===== src/rtl/lcd_pkg.sv =====
// Shared ILI9341 command codes, panel geometry and the rectangle-fill state encoding.
package lcd_pkg;

  localparam logic [7:0]  ILI_CASET = 8'h2A;
  localparam logic [7:0]  ILI_PASET = 8'h2B;
  localparam logic [7:0]  ILI_RAMWR = 8'h2C;
  localparam logic [15:0] COLOR_RED = 16'hF800;

  localparam int LCD_W = 320;
  localparam int LCD_H = 240;

  // Byte states are numbered in transmit order so the sequencer can step by +1.
  typedef enum logic [3:0] {
    IDLE    = 4'd0,
    S_CASET = 4'd1,
    XS_H    = 4'd2,
    XS_L    = 4'd3,
    XE_H    = 4'd4,
    XE_L    = 4'd5,
    S_PASET = 4'd6,
    YS_H    = 4'd7,
    YS_L    = 4'd8,
    YE_H    = 4'd9,
    YE_L    = 4'd10,
    S_RAMWR = 4'd11,
    PIX_H   = 4'd12,
    PIX_L   = 4'd13
  } fill_state_t;

  function automatic logic [7:0] hi_byte(input logic [15:0] v);
    return v[15:8];
  endfunction

  function automatic logic [7:0] lo_byte(input logic [15:0] v);
    return v[7:0];
  endfunction

endpackage


===== src/rtl/lcd_rect_fill_seq_rect_norm.sv =====
// Combinational rectangle normaliser: clamp to the panel, order each pair, count pixels.
module rect_norm #(
  parameter int X_W   = 9,
  parameter int Y_W   = 9,
  parameter int MAX_X = 319,
  parameter int MAX_Y = 239,
  parameter int CNT_W = 17
) (
  input  logic [X_W-1:0]   x0,
  input  logic [X_W-1:0]   x1,
  input  logic [Y_W-1:0]   y0,
  input  logic [Y_W-1:0]   y1,
  output logic [X_W-1:0]   xs,
  output logic [X_W-1:0]   xe,
  output logic [Y_W-1:0]   ys,
  output logic [Y_W-1:0]   ye,
  output logic [CNT_W-1:0] pix_cnt
);

  localparam logic [X_W-1:0] MX = X_W'(MAX_X);
  localparam logic [Y_W-1:0] MY = Y_W'(MAX_Y);

  logic [X_W-1:0]   xa, xb;
  logic [Y_W-1:0]   ya, yb;
  logic [CNT_W-1:0] w, h;

  always_comb begin
    xa = (x0 > MX) ? MX : x0;
    xb = (x1 > MX) ? MX : x1;
    ya = (y0 > MY) ? MY : y0;
    yb = (y1 > MY) ? MY : y1;
    xs = (xa > xb) ? xb : xa;
    xe = (xa > xb) ? xa : xb;
    ys = (ya > yb) ? yb : ya;
    ye = (ya > yb) ? ya : yb;
    // Widened before subtracting so the full-screen product fits without overflow.
    w       = CNT_W'(xe) - CNT_W'(xs) + CNT_W'(1);
    h       = CNT_W'(ye) - CNT_W'(ys) + CNT_W'(1);
    pix_cnt = w * h;
  end

endmodule


===== src/rtl/lcd_rect_fill_seq.sv =====
// Sequences spi_ctrl through CASET/PASET/RAMWR and the pixel stream for one solid rectangle.
module lcd_rect_fill_seq
  import lcd_pkg::*;
#(
  parameter int X_W   = 9,
  parameter int Y_W   = 9,
  parameter int MAX_X = 319,
  parameter int MAX_Y = 239,
  parameter int CNT_W = 17
) (
  input  logic           clk,
  input  logic           rst_n,
  input  logic           en,
  input  logic           req_valid,
  output logic           req_ready,
  input  logic [X_W-1:0] x0,
  input  logic [X_W-1:0] x1,
  input  logic [Y_W-1:0] y0,
  input  logic [Y_W-1:0] y1,
  input  logic [15:0]    color,
  input  logic           abort,
  output logic           spi_start,
  input  logic           spi_done,
  output logic [7:0]     spi_data,
  output logic           spi_dc,
  output logic           busy,
  output logic           fill_done
);

  fill_state_t      state;
  logic [X_W-1:0]   xs_q, xe_q, n_xs, n_xe;
  logic [Y_W-1:0]   ys_q, ye_q, n_ys, n_ye;
  logic [15:0]      color_q;
  logic [CNT_W-1:0] pix_cnt, n_cnt;
  logic             abort_pend;
  logic             adv;

  rect_norm #(
    .X_W(X_W), .Y_W(Y_W), .MAX_X(MAX_X), .MAX_Y(MAX_Y), .CNT_W(CNT_W)
  ) u_norm (
    .x0(x0), .x1(x1), .y0(y0), .y1(y1),
    .xs(n_xs), .xe(n_xe), .ys(n_ys), .ye(n_ye),
    .pix_cnt(n_cnt)
  );

  assign adv       = en && spi_done;
  assign req_ready = (state == IDLE);
  assign busy      = (state != IDLE);
  assign spi_start = (state != IDLE);

  always_ff @(posedge clk or negedge rst_n) begin
    if (!rst_n) begin
      state      <= IDLE;
      xs_q       <= '0;
      xe_q       <= '0;
      ys_q       <= '0;
      ye_q       <= '0;
      color_q    <= '0;
      pix_cnt    <= '0;
      abort_pend <= 1'b0;
      fill_done  <= 1'b0;
    end else begin
      fill_done <= 1'b0;
      if (state == IDLE) begin
        abort_pend <= 1'b0;
        if (req_valid) begin
          xs_q    <= n_xs;
          xe_q    <= n_xe;
          ys_q    <= n_ys;
          ye_q    <= n_ye;
          color_q <= color;
          pix_cnt <= n_cnt;
          state   <= S_CASET;
        end
      end else begin
        if (abort) abort_pend <= 1'b1;
        if (adv) begin
          // Last pixel and abort both end on a byte boundary with a single pulse.
          if ((state == PIX_L && pix_cnt == CNT_W'(1)) || abort || abort_pend) begin
            state      <= IDLE;
            fill_done  <= 1'b1;
            abort_pend <= 1'b0;
          end else if (state == PIX_L) begin
            pix_cnt <= pix_cnt - CNT_W'(1);
            state   <= PIX_H;
          end else begin
            state <= fill_state_t'(state + 4'd1);
          end
        end
      end
    end
  end

  always_comb begin
    spi_data = 8'h00;
    spi_dc   = 1'b1;
    case (state)
      IDLE:    spi_dc = 1'b0;
      S_CASET: begin spi_data = ILI_CASET; spi_dc = 1'b0; end
      S_PASET: begin spi_data = ILI_PASET; spi_dc = 1'b0; end
      S_RAMWR: begin spi_data = ILI_RAMWR; spi_dc = 1'b0; end
      XS_H:    spi_data = hi_byte(16'(xs_q));
      XS_L:    spi_data = lo_byte(16'(xs_q));
      XE_H:    spi_data = hi_byte(16'(xe_q));
      XE_L:    spi_data = lo_byte(16'(xe_q));
      YS_H:    spi_data = hi_byte(16'(ys_q));
      YS_L:    spi_data = lo_byte(16'(ys_q));
      YE_H:    spi_data = hi_byte(16'(ye_q));
      YE_L:    spi_data = lo_byte(16'(ye_q));
      PIX_H:   spi_data = hi_byte(color_q);
      PIX_L:   spi_data = lo_byte(color_q);
      default: begin spi_data = 8'h00; spi_dc = 1'b0; end
    endcase
  end

endmodule


===== config.mk =====
export PLATFORM = sky130hd
export DESIGN_NAME = lcd_rect_fill_seq
export DESIGN_NICKNAME = d
export VERILOG_FILES = /design/src/rtl/lcd_pkg.sv /design/src/rtl/lcd_rect_fill_seq_rect_norm.sv /design/src/rtl/lcd_rect_fill_seq.sv
export SDC_FILE = /design/constraint.sdc
export NUM_CORES = 1
export LEC_CHECK = 0
export ABC_AREA = 1
export BUFFER_PORTS_ARGS = -buffer_cell sky130_fd_sc_hd__buf_2
export CAP_MARGIN = 20
export CORE_UTILIZATION = 45
export DETAILED_ROUTE_END_ITERATION = 8
export GPL_ROUTABILITY_DRIVEN = 0
export GPL_TIMING_DRIVEN = 1
export PLACE_DENSITY_LB_ADDON = 0.08
export SLEW_MARGIN = 20
export SYNTH_ARGS = -nofsm -noshare
export SYNTH_HDL_FRONTEND = slang
export SYNTH_SLANG_ARGS = --single-unit

===== constraint.sdc =====
create_clock -name clk -period 2 [get_ports clk]
set_input_delay 0.6 -clock clk [delete_from_list [all_inputs] [get_ports clk]]
set_output_delay 0.6 -clock clk [all_outputs]
set_load 0.05 [all_outputs]

======== Word level (Yosys, flattened, before mapping) ========
Index checks and enable logic that the tools add are counted.
cells by class
  $lt $le $gt $ge ......................... 6
  multiplexer cells ....................... 27
  equal/unequal tests ..................... 16
  add/sub/neg operators ................... 6
  reductions and logical operators ........ 12
  multipliers ............................. 1
operator list
  cell                                                                   count
  8-bit one-hot mux with 13 select lines                                 1
  17-bit 2-to-1 mux                                                      5
  9-bit 2-to-1 mux                                                       8
  17-bit by 1-bit adder with 17-bit output (second input constant)       2
  4-bit == test (second input constant)                                  6
  4-bit 2-to-1 mux                                                       5
  9-bit by 9-bit subtractor with 10-bit output                           2
  9-bit by 8-bit > comparator with 1-bit output (second input constant)  2
  9-bit > comparator                                                     2
  9-bit > comparator (second input constant)                             2
  17-bit by 1-bit == test with 1-bit output (second input constant)      1
  17-bit by 17-bit multiplier with 17-bit output                         1
  17-bit by 1-bit subtractor with 17-bit output (second input constant)  1
  4-bit by 3-bit == test with 1-bit output (second input constant)       4
  10-bit OR reduction                                                    1
  4-bit by 2-bit == test with 1-bit output (second input constant)       2
  1-bit 2-to-1 mux                                                       8
  4-bit by 1-bit adder with 4-bit output (second input constant)         1
  4-bit by 1-bit == test with 1-bit output (second input constant)       1
  4-bit logical NOT                                                      1
  2-bit != test (second input constant)                                  2
  2-bit AND reduction                                                    2
  4-bit AND reduction                                                    1
  2-bit nonzero test                                                     2
  3 further kinds                                                        5
storage, ports and cells
  input bits .............................. 58
  output and inout bits ................... 13
  word-level logic and storage cells ...... 77
  register bits after elaboration ......... 75

======== Longest topological paths before layout ========
Gate-level depths: netlist of run 1.
  depth after elaboration ................. 9
  mapped depth ............................ 68
  mapped depth without buffers ............ 68

======== By module ========
Synthesis of run 1 repeated with hierarchy kept, for this count alone.
second synthesis, totals
  cell total of the unflattened synthesis .. 1,442
  area total of the unflattened synthesis .. 10,274.9 µm²
modules (own cells, without submodules)
  module             times used  area each (µm²)  sequential area each (µm²)  cells an instance
  rect_norm          1           6,175.9          0.0                         964
  lcd_rect_fill_seq  1           4,098.9          1,876.8                     478

======== Least setup slack after synthesis of run 1 ========
Ideal clock, no wire load.
  path type ............................... in2reg
  start ................................... input x0[6]
  end ..................................... register pix_cnt[16]
  stages .................................. 61
  path buffers ............................ 1
  path slack .............................. -6.606 ns
  arrival time ............................ 8.488 ns
  data required time ...................... 1.883 ns
  library setup time ...................... 0.117 ns
  path through ............................ o21ai_0 > inv_1 > nor2_1 > inv_1 > ha_1 > nand2_1 > nor2_2 > nand3_4 > nand2_2 > buf_6 > nand2_1 > o21ai_2 > nand2_2 > ha_1 > inv_1 > nand2_2 > nand2_1 > nand2_2 > [... 25 more ...] > nand2_1 > inv_1 > nor2_1 > inv_1 > a21oi_1 > nand3b_1 > nand2_1 > nand2_1 > nand2_1 > nand2_1 > nand2_1 > nand2_1 > nand2_1 > inv_1 > nand3_1 > nand3_1 > nand2_1 > nand2_1
on the way
  word-level cells in the longest chain between the ends .. 9
  elaborated cells between the ends (all ways) .. 10
  those cells by class .................... add/sub: 2; mul: 1; order compare: 2; mux: 5
RTL lines
  what                                                RTL line                                                              text
  start, declared                                     lcd_rect_fill_seq.sv:16                                               input logic [X_W-1:0] x0,
  9-bit > comparator                                  lcd_rect_fill_seq_rect_norm.sv:28                                     xa = (x0 > MX) ? MX : x0;
  9-bit 2-to-1 mux (*)                                lcd_rect_fill_seq_rect_norm.sv:28
  9-bit > comparator                                  lcd_rect_fill_seq_rect_norm.sv:32, lcd_rect_fill_seq_rect_norm.sv:33
  9-bit 2-to-1 mux (on tied branches)                 lcd_rect_fill_seq_rect_norm.sv:33, lcd_rect_fill_seq_rect_norm.sv:32
  9-bit by 9-bit subtractor with 10-bit output (*)    lcd_rect_fill_seq_rect_norm.sv:37                                     w = CNT_W'(xe) - CNT_W'(xs) + CNT_W'(1);
  17-bit by 1-bit adder with 17-bit output (*)        lcd_rect_fill_seq_rect_norm.sv:37
  17-bit by 17-bit multiplier with 17-bit output (*)  lcd_rect_fill_seq_rect_norm.sv:39                                     pix_cnt = w * h;
  17-bit 2-to-1 mux (*)                               lcd_rect_fill_seq.sv:66                                               if (req_valid) begin
  17-bit 2-to-1 mux (*)                               lcd_rect_fill_seq.sv:64                                               if (state == IDLE) begin
  end signal, assigned                                lcd_rect_fill_seq.sv:72                                               pix_cnt <= n_cnt;
  end signal, assigned                                lcd_rect_fill_seq.sv:84                                               pix_cnt <= pix_cnt - CNT_W'(1);
  end, declared                                       lcd_rect_fill_seq.sv:34                                               logic [CNT_W-1:0] pix_cnt, n_cnt;
Every way passes the cells marked *; elsewhere a longest branch is shown, timed or not. The select of a mux whose other input is x is not followed.
A chain may end at the register's enable or synchronous reset.

======== Worst setup path after layout of run 1 ========
  start ................................... input x0[7]
  end ..................................... register pix_cnt[16]
Same word-level chain as after synthesis.

==> results.yml, run 1 <==
timing:
  fmax_mhz: 118
  setup_viol: 64
  timing.final.ws_setup_ns: -6.45
  drv_slew: 0
  grt_setup_unrepaired: "true"
  final_hold_viol_count: 0
  finClkSkew_ns: 0.0134
  tns_ns: -93.13
  period_needed_ns: 8.45
  min_period_over_period: 4.23
yosys:
  synth_area_um2: 10800
  synth_fa_ha_area_frac: 0.261
  muxShareOfSynthArea: 0
  ys_async_sr_fraction: 1.00
  synth_seq_cells: 75
  synth-main-ff-cell: "dfrtp_1"
  synth-xor-area-share: 0.0154
  synth_top_area_share: 0.174
  ys_top_cells_by_area: "fa_1 (17%), dfrtp_1 (17%), nand2_1 (17%)"
  synth.distinct_cells: 57
  yosysWarnings: 0
  seq_area_frac_synth: 0.173
  yosys.area.top_type: "fa_1"
  synth_top_family_by_area: "simple AND/OR/NAND/NOR gates"
  synth_edf_count: 0
  avgSynthCellArea_um2: 6.81
  synth_cells: 1590
  syn_nets: 1817
  synthSimpleGateAreaFrac: 0.339
  synth_compound_area_frac: 0.0796
routing:
  vias: 12200
  drtPass1Iterations: 5
  via_per_inst: 5.15
  drt-initial-drc-count: 790
  finalWirelength_um: 39500
  antenna_left: 0
  route.detailed.drc: 0
  wl_per_cell_um: 16.6
floorplanning:
  fp.dieW_um: 157
  die_h_um: 157
  initial_core_util: 0.460
  core_um2: 23500
  dieArea_um2: 24700
  core.rowCount: 56
  io_pins: 71
clock_network:
  cts_tree: "done"
  clkLatencyLatePin_ns: 0.35
  cts-buffers-inserted: 9
  clock-root-buffer: "clkbuf_16"
  cts.sinks: 75
  clkSlewWorstSetupHoldPaths_ns: 0.07
  clockBufferDepth: 2
  ctsHtreeMaxLevel: 3
placed_design:
  dp_hpwl_um: 26200
  port_buffers: 70
grt:
  grt_pass1_vias: 12100
  grt-ovfl-total: 0
  antenna_found_initial: 0
  grt_max_degree: 76
  grt_pass1_wl_um: 59000
  grtUsageTotal: 0.304
critical_path:
  slowest_stage: "fa_1"
  cp_slowest_stage_delay_ns: 0.54
  critPathMaxFanout: 8
  crit_type: "in2reg"
  end_kind: "register"
  cp.arrival_ns: 8.70
  cp-start-kind: "input pin"
  worstPathRequired_ns: 2.24
cells_and_area:
  layout-drive-gt1-share: 0.517
  area_delta_synth_final_pct: 68.6
  diodes: 0
  fillers: 1615
  nNetsFinal: 2280
run:
  drv_cap: 0
outcome:
  violations: "setup timing"
  status: "complete, but fails checks"
min_path:
  hp-class: "in2async"
==> sequential cells by signal (all words and copies together) (netlist names) <==
name        count
state           4
fill_done       1
xs_q            9
ye_q            9
xe_q            9
pix_cnt        17
color_q        16
ys_q            9
abort_pend      1
==> synth_stat cells (20+ instances only) <==
library cell,count
nand2_1,478
inv_1,302
nor2_1,146
fa_1,94
nand3_1,81
dfrtp_1,75
ha_1,75
o21ai_0,49
a21oi_1,31
nand2_2,28
nand4_1,22
inv_2,20
==> logic make-up after synthesis <==
kind of cell / after synthesis
AND/OR/NAND/NOR: 821
buffers and inverters: 361
adder cells (fa/ha/maj): 169
AO/OA/AOI/OAI: 143
flip-flops: 75
XOR/XNOR: 19
other: 2
==> final timing paths <==
check                                      from                 endpoint  slack, ns  cells past startpoint
setup / recovery                          x0[7]  pix_cnt[16]$_DFFE_PN0P_      -6.45                     61
hold / removal                            rst_n  color_q[15]$_DFFE_PN0P_       0.26                      2
setup reg to reg           state[2]$_DFFE_PN0P_   pix_cnt[7]$_DFFE_PN0P_      -0.11                     14
hold reg to reg             xe_q[8]$_DFFE_PN0P_      xe_q[8]$_DFFE_PN0P_       0.48                      2
max in group asynchronous                 rst_n     state[0]$_DFFE_PN0P_       1.39                      2
min in group clk                      color[15]  color_q[15]$_DFFE_PN0P_       0.44                      3
==> cell type report <==
cell class | count | area [µm²] | area share
timing repair buffer | 483 | 4220 | 0.231
clock buffer | 9 | 225 | 0.0123
sequential | 75 | 1880 | 0.103
clock inverter | 7 | 63.8 | 0.00350
inverter | 329 | 1350 | 0.0738
tap | 319 | 399 | 0.0219
multi-input combinational | 1155 | 10100 | 0.554
==> per-stage QoR <==
stage	hold WS [ns]	area, µm²	std cells	setup WS, ns	utilization
5_1_grt	0.292	18200	2377	-6.91	0.775
2_1_floorplan	0.304	11700	1590	-6.17	-
6_report	0.260	18200	2377	-6.45	0.775
3_5_place_dp	0.457	14600	2252	-6.81	0.622
3_3_place_gp	0.452	14600	2252	-6.68	0.622
4_1_cts	0.285	16900	2341	-6.18	0.718
==> cell usage in the layout (no fill, tap or decap), drive strengths merged, types with 6 or more instances in the layout <==
| master | n |
|---|---|
| a21oi | 36 |
| a221oi | 8 |
| buf | 480 |
| clkbuf | 10 |
| clkinv | 7 |
| dfrtp | 75 |
| fa | 94 |
| ha | 75 |
| inv | 327 |
| nand2 | 513 |
| nand3 | 99 |
| nand3b | 6 |
| nand4 | 22 |
| nor2 | 169 |
| nor3 | 8 |
| o21ai | 71 |
| xnor2 | 6 |
| xor2 | 13 |
==> routing by layer <==
metal | up-vias | part of all wire | track usage
met5 | - | 0 | 0
met4 | 0 | 0.041 | 0.0952
met3 | 125 | 0.053 | 0.0300
met2 | 421 | 0.50 | 0.535
met1 | 5869 | 0.41 | 0.392
li1 | 5821 | - | -
==> worst max-delay path, delay by kind of cell <==
| family | cells | cell delay, ns |
|---|---|---|
| compound gates | 7 | 0.99 |
| simple gates | 29 | 2.53 |
| fa+ha+maj | 8 | 3.18 |
| buf+inv | 17 | 1.34 |
==> timing repair <==
action / in CTS / in global routing
hold buffers: 0 / 0
resized for setup: 343 / 255
gates cloned: 6 / 1
pin swaps: 157 / 169
setup endpoints to repair: 76 / 78
buffers inserted: 73 / 61
Power of run 1 is left out: the tool's default activity adds up to more than one toggle a clock period on the data nets, which glitch-free logic cannot reach.
==> run 2: changes to the inputs <==
MAX_ROUTING_LAYER = met4   (was not set)
clock period = 8.9 ns   (was 2 ns; I/O delays follow)
==> run 2 against run 1 <==
Net effect: the flow still finishes with violations (setup timing); die area did not move; clock-buffer cell count did not move; highest routed layer unchanged; register-to-register slack improved by 5.7 ns; core utilization fell by 13 points; flip-flop and latch count did not move.
==> results.yml, run 2 (synthesis gave the netlist of run 1 again) <==
timing:
  timing.final.ws_setup_ns: -1.49
  tightest_slew_ns: 0.963
  finClkSkew_ns: 0.0185
  tns_ns: -6.43
  drv_slew: 0
  min_period_over_period: 1.17
  setup_viol: 9
  period_needed_ns: 10.39
  slew_headroom: 0.358
  grt_setup_unrepaired: "true"
  final_hold_viol_count: 0
  fmax_mhz: 96.2
outcome:
  violations: "setup timing"
  status: "complete, but fails checks"
critical_path:
  cp.arrival_ns: 10.63
  r2r_start: "state[3]$_DFFE_PN0P_"
  cp_slowest_stage_delay_ns: 0.51
  slowest_stage: "fa_1"
  regToRegEndpoint: "pix_cnt[8]$_DFFE_PN0P_"
  critPathMaxFanout: 5
  worst_path_most_repeated_cell: "nand2_1"
  reg2reg_depth: 11
  worstPathRequired_ns: 9.13
  end_kind: "register"
  rrSetupSlack_ns: 5.60
  cp-start-kind: "input pin"
  crit_type: "in2reg"
clock_network:
  clkSlewWorstSetupHoldPaths_ns: 0.07
  ctsHtreeMaxLevel: 3
  clkLatencyLatePin_ns: 0.35
  cts-buffers-inserted: 9
  clockBufferDepth: 2
  clock-root-buffer: "clkbuf_16"
  cts_hold_buffers: 0
  cts_tree: "done"
  cts.sinks: 75
floorplanning:
  io_pins: 71
  dieArea_um2: 24700
  initial_core_util: 0.460
  die_h_um: 157
  fp.dieW_um: 157
  core_um2: 23500
  core.rowCount: 56
routing:
  drt-initial-drc-count: 707
  wl_per_cell_um: 14.2
  drtPass1Iterations: 5
  via_per_inst: 4.91
  route.detailed.drc: 0
  antenna_left: 0
  finalWirelength_um: 32100
  vias: 11100
cells_and_area:
  final_cells: 2262
  fillers: 2167
  layout_commonest_cell: "nand2_1"
  reg_top3: "pix_cnt (17), color_q (16)"
  largest_reg_flops: 17
  diodes: 0
  nNetsFinal: 2165
  final_cell_mix: "nand2_1 (423), buf_4 (285), inv_1 (261)"
  layout-drive-gt1-share: 0.362
  layout.area.seq_um2: 1880
  max_flop_register: "pix_cnt"
  area_delta_synth_final_pct: 40.3
  multi_input_area_um2: 8650
placed_design:
  port_buffers: 70
  dp_hpwl_um: 25200
  dpl.cell_count: 2205
run:
  drv_cap: 0
min_path:
  worstHoldEndpoint: "ys_q[8]$_DFFE_PN0P_"
  hp-class: "reg2reg"
  whs_path_depth: 2
  min-delay-start: "ys_q[8]$_DFFE_PN0P_"
grt:
  grt-ovfl-total: 0
  grt_pass1_wl_um: 52400
  grtUsageTotal: 0.278
  grt_max_degree: 76
  antenna_found_initial: 0
  grt_pass1_vias: 11000
run 2: cell types whose count changed in the layout (fill, tap and decap cells not counted), sizes merged:
| cell | change |
|---|---|
| nand2 | +1 |
| clkinvlp | -2 |
| bufbuf | -2 |
| bufinv | +1 |
| buf | -113 |
| inv | +1 |
| clkbuf | -1 |
run 2: worst max path at each step:
stage	from	end	cells past startpoint
2_1_floorplan	x0[7]	pix_cnt[16]$_DFFE_PN0P_	63
3_3_place_gp	y1[7]	pix_cnt[16]$_DFFE_PN0P_	62
3_5_place_dp	y1[7]	pix_cnt[16]$_DFFE_PN0P_	59
4_1_cts	x0[6]	pix_cnt[16]$_DFFE_PN0P_	59
5_1_grt	x0[6]	pix_cnt[16]$_DFFE_PN0P_	61
6_report	y0[7]	pix_cnt[16]$_DFFE_PN0P_	57
run 2: per-stage QoR:
step                      instance area [µm²]  setup slack (ns)  hold slack [ns]  utilization
after global routing                    15200             -2.03            0.496        0.645
after CTS                               14600             -1.41            0.485        0.620
final                                   15200             -1.49            0.482        0.645
after global placement                  13800             -1.86            0.455        0.588
after detailed placement                13800             -1.97            0.466        0.588
after floorplan                         11300             -1.34            0.436            -
run 2: layer usage:
metal  share of wire  vias to the layer above  GRT usage
met5               0                        -          -
met4           0.019                        0     0.0758
met3           0.042                       46     0.0339
met2            0.47                      228      0.452
met1            0.46                     5254      0.365
li1                -                     5580          -
run 2: critical path: cells and delay by family:
kind                     cells  cell delay, ns
AO/OA/AOI/OAI                6            0.80
adder cells (fa/ha/maj)     10            3.81
buffers and inverters       13            1.01
AND/OR/NAND/NOR             28            2.34
run 2: timing repair:
item                       CTS  global route
cloned                       2             0
resized for setup           76           105
setup endpoints to repair   10            11
buffers inserted            17            21
pin swaps                   46            77
run 2: final cells by class:
| class | instances | area share |
|---|---|---|
| Clock inverter | 7 | 0.00552 |
| Multi-Input combinational cell | 1156 | 0.570 |
| Clock buffer | 9 | 0.0148 |
| Inverter | 329 | 0.0840 |
| Timing Repair Buffer | 367 | 0.176 |
| Sequential cell | 75 | 0.124 |
| Tap cell | 319 | 0.0263 |
Power of run 2 is left out for the same reason.
==> run 3: changes to the inputs <==
--- a/config.mk
+++ b/config.mk
@@ -16,2 +16,3 @@
 export PLACE_DENSITY_LB_ADDON = 0.08
+export SETUP_SLACK_MARGIN = 0.5
 export SLEW_MARGIN = 20
==> constraint.sdc (replaced) <==
create_clock -name clk -period 8.9 [get_ports clk]
set_input_delay 0.445 -clock clk [delete_from_list [all_inputs] [get_ports clk]]
set_output_delay 0.445 -clock clk [all_outputs]
set_load 0.05 [all_outputs]
==> run 3 against run 2 <==
Net effect: the flow now finishes without violations; final cell count shrank 4.4%; first-iteration DRC count shrank 0.71%; critical path type unchanged; highest routed layer unchanged; largest cell class unchanged; global-route usage shrank 1.3 points; flip-flop and latch count is the same.
==> results.yml, run 3 (synthesis gave the netlist of run 1 again) <==
routing:
  drtPass1Iterations: 7
  route.met2.wl_um: 14700
  dr.max_layer_used: "met4"
  drt-initial-drc-count: 702
  finalWirelength_um: 31000
  antenna_left: 0
  drt-met1-wl_um: 14300
  route.detailed.drc: 0
  wl_per_cell_um: 14.4
  via_per_inst: 4.95
  wl_met3_um: 1560
  vias: 10700
cells_and_area:
  layout_commonest_cell: "nand2_1"
  final_util: 0.606
  reg_top3: "pix_cnt (17), color_q (16)"
  final_cell_mix: "nand2_1 (422), inv_1 (264), buf_4 (184)"
  nNetsFinal: 2064
  max_flop_register: "pix_cnt"
  largest_reg_flops: 17
  layout-drive-gt1-share: 0.312
  area_delta_synth_final_pct: 31.9
clock_network:
  clockBufferDepth: 2
  cts_tree: "done"
  clkLatencyLatePin_ns: 0.36
  cts_hold_buffers: 0
  ctsHtreeMaxLevel: 3
  clkSlewWorstSetupHoldPaths_ns: 0.08
  cts-buffers-inserted: 9
  clock-root-buffer: "clkbuf_16"
  cts.sinks: 75
timing:
  final_hold_viol_count: 0
  drv_slew: 0
  min_period_over_period: 0.927
  tns_ns: 0
  grt_setup_unrepaired: "true"
  fmax_mhz: 121
  setup_viol: 0
  tightest_slew_ns: 0.973
  slew_headroom: 0.351
  finClkSkew_ns: 0.0176
  period_needed_ns: 8.25
outcome:
  status: "finished clean"
grt:
  antenna_found_initial: 1
  grtUsageTotal: 0.265
  grt_pass1_vias: 10400
  grt_max_degree: 76
  grt_pass1_wl_um: 50100
  grt-ovfl-total: 0
placed_design:
  port_buffers: 70
  dp_hpwl_um: 24400
critical_path:
  cp_slowest_stage_delay_ns: 0.56
  worstPathRequired_ns: 9.14
  critPathMaxFanout: 7
  worst_path_most_repeated_cell: "nand2_1"
  crit_type: "in2reg"
  cp.arrival_ns: 8.49
  end_kind: "register"
  cp-start-kind: "input pin"
  slowest_stage: "fa_1"
floorplanning:
  initial_core_util: 0.460
  core_um2: 23500
  fp.dieW_um: 157
  dieArea_um2: 24700
  core.rowCount: 56
  die_h_um: 157
  io_pins: 71
min_path:
  hp-class: "in2async"
run:
  drv_cap: 0
-- run 3: worst max-delay path, delay by kind of cell --
family / cells / cell delay, ns
compound gates: 6 / 0.82
fa+ha+maj: 8 / 3.39
buf+inv: 16 / 1.14
simple gates: 33 / 2.68
-- run 3: metal layers --
layer,up-vias,GRT usage
met5,-,-
met4,0,0.0633
met3,29,0.0344
met2,241,0.434
met1,5067,0.348
li1,5369,-
-- run 3: final cells by class --
type	count	area [µm²]
Inverter	329	1270
Timing Repair Buffer	268	1950
Sequential cell	75	1880
Clock inverter	7	78.8
Multi-Input combinational cell	1154	8480
Tap cell	319	399
Antenna cell	1	2.50
Clock buffer	9	225
Fill cell	2221	9270
-- run 3: per-stage QoR --
step	area, µm²	cells	setup slack, ns	hold slack (ns)
after global placement	12600	2106	-0.235	0.458
final	14300	2162	0.647	0.249
after detailed placement	12600	2106	-0.274	0.461
after global routing	14300	2162	0.164	0.291
after CTS	13200	2130	0.501	0.269
after floorplan	10900	1590	0.506	0.149
-- run 3: worst paths after layout --
kind,start,slack [ns],to,depth (start not counted)
setup / recovery,x0[6],0.65,pix_cnt[16]$_DFFE_PN0P_,63
max in group asynchronous,rst_n,8.02,pix_cnt[10]$_DFFE_PN0P_,1
hold reg to reg,ys_q[8]$_DFFE_PN0P_,0.48,ys_q[8]$_DFFE_PN0P_,2
setup reg to reg,state[3]$_DFFE_PN0P_,5.70,pix_cnt[8]$_DFFE_PN0P_,11
hold / removal,rst_n,0.25,color_q[12]$_DFFE_PN0P_,1
min in group clk,color[12],0.28,color_q[12]$_DFFE_PN0P_,3
-- run 3: what timing repair did --
| action | 4_1_cts | 5_1_grt |
|---|---|---|
| resized for setup | 39 | 225 |
| pin swaps | 17 | 131 |
| hold endpoints to repair | 0 | 0 |
| gates cloned | 0 | 2 |
| setup endpoints to repair | 1 | 3 |
| setup buffers | 8 | 29 |
Power of run 3 is left out for the same reason.
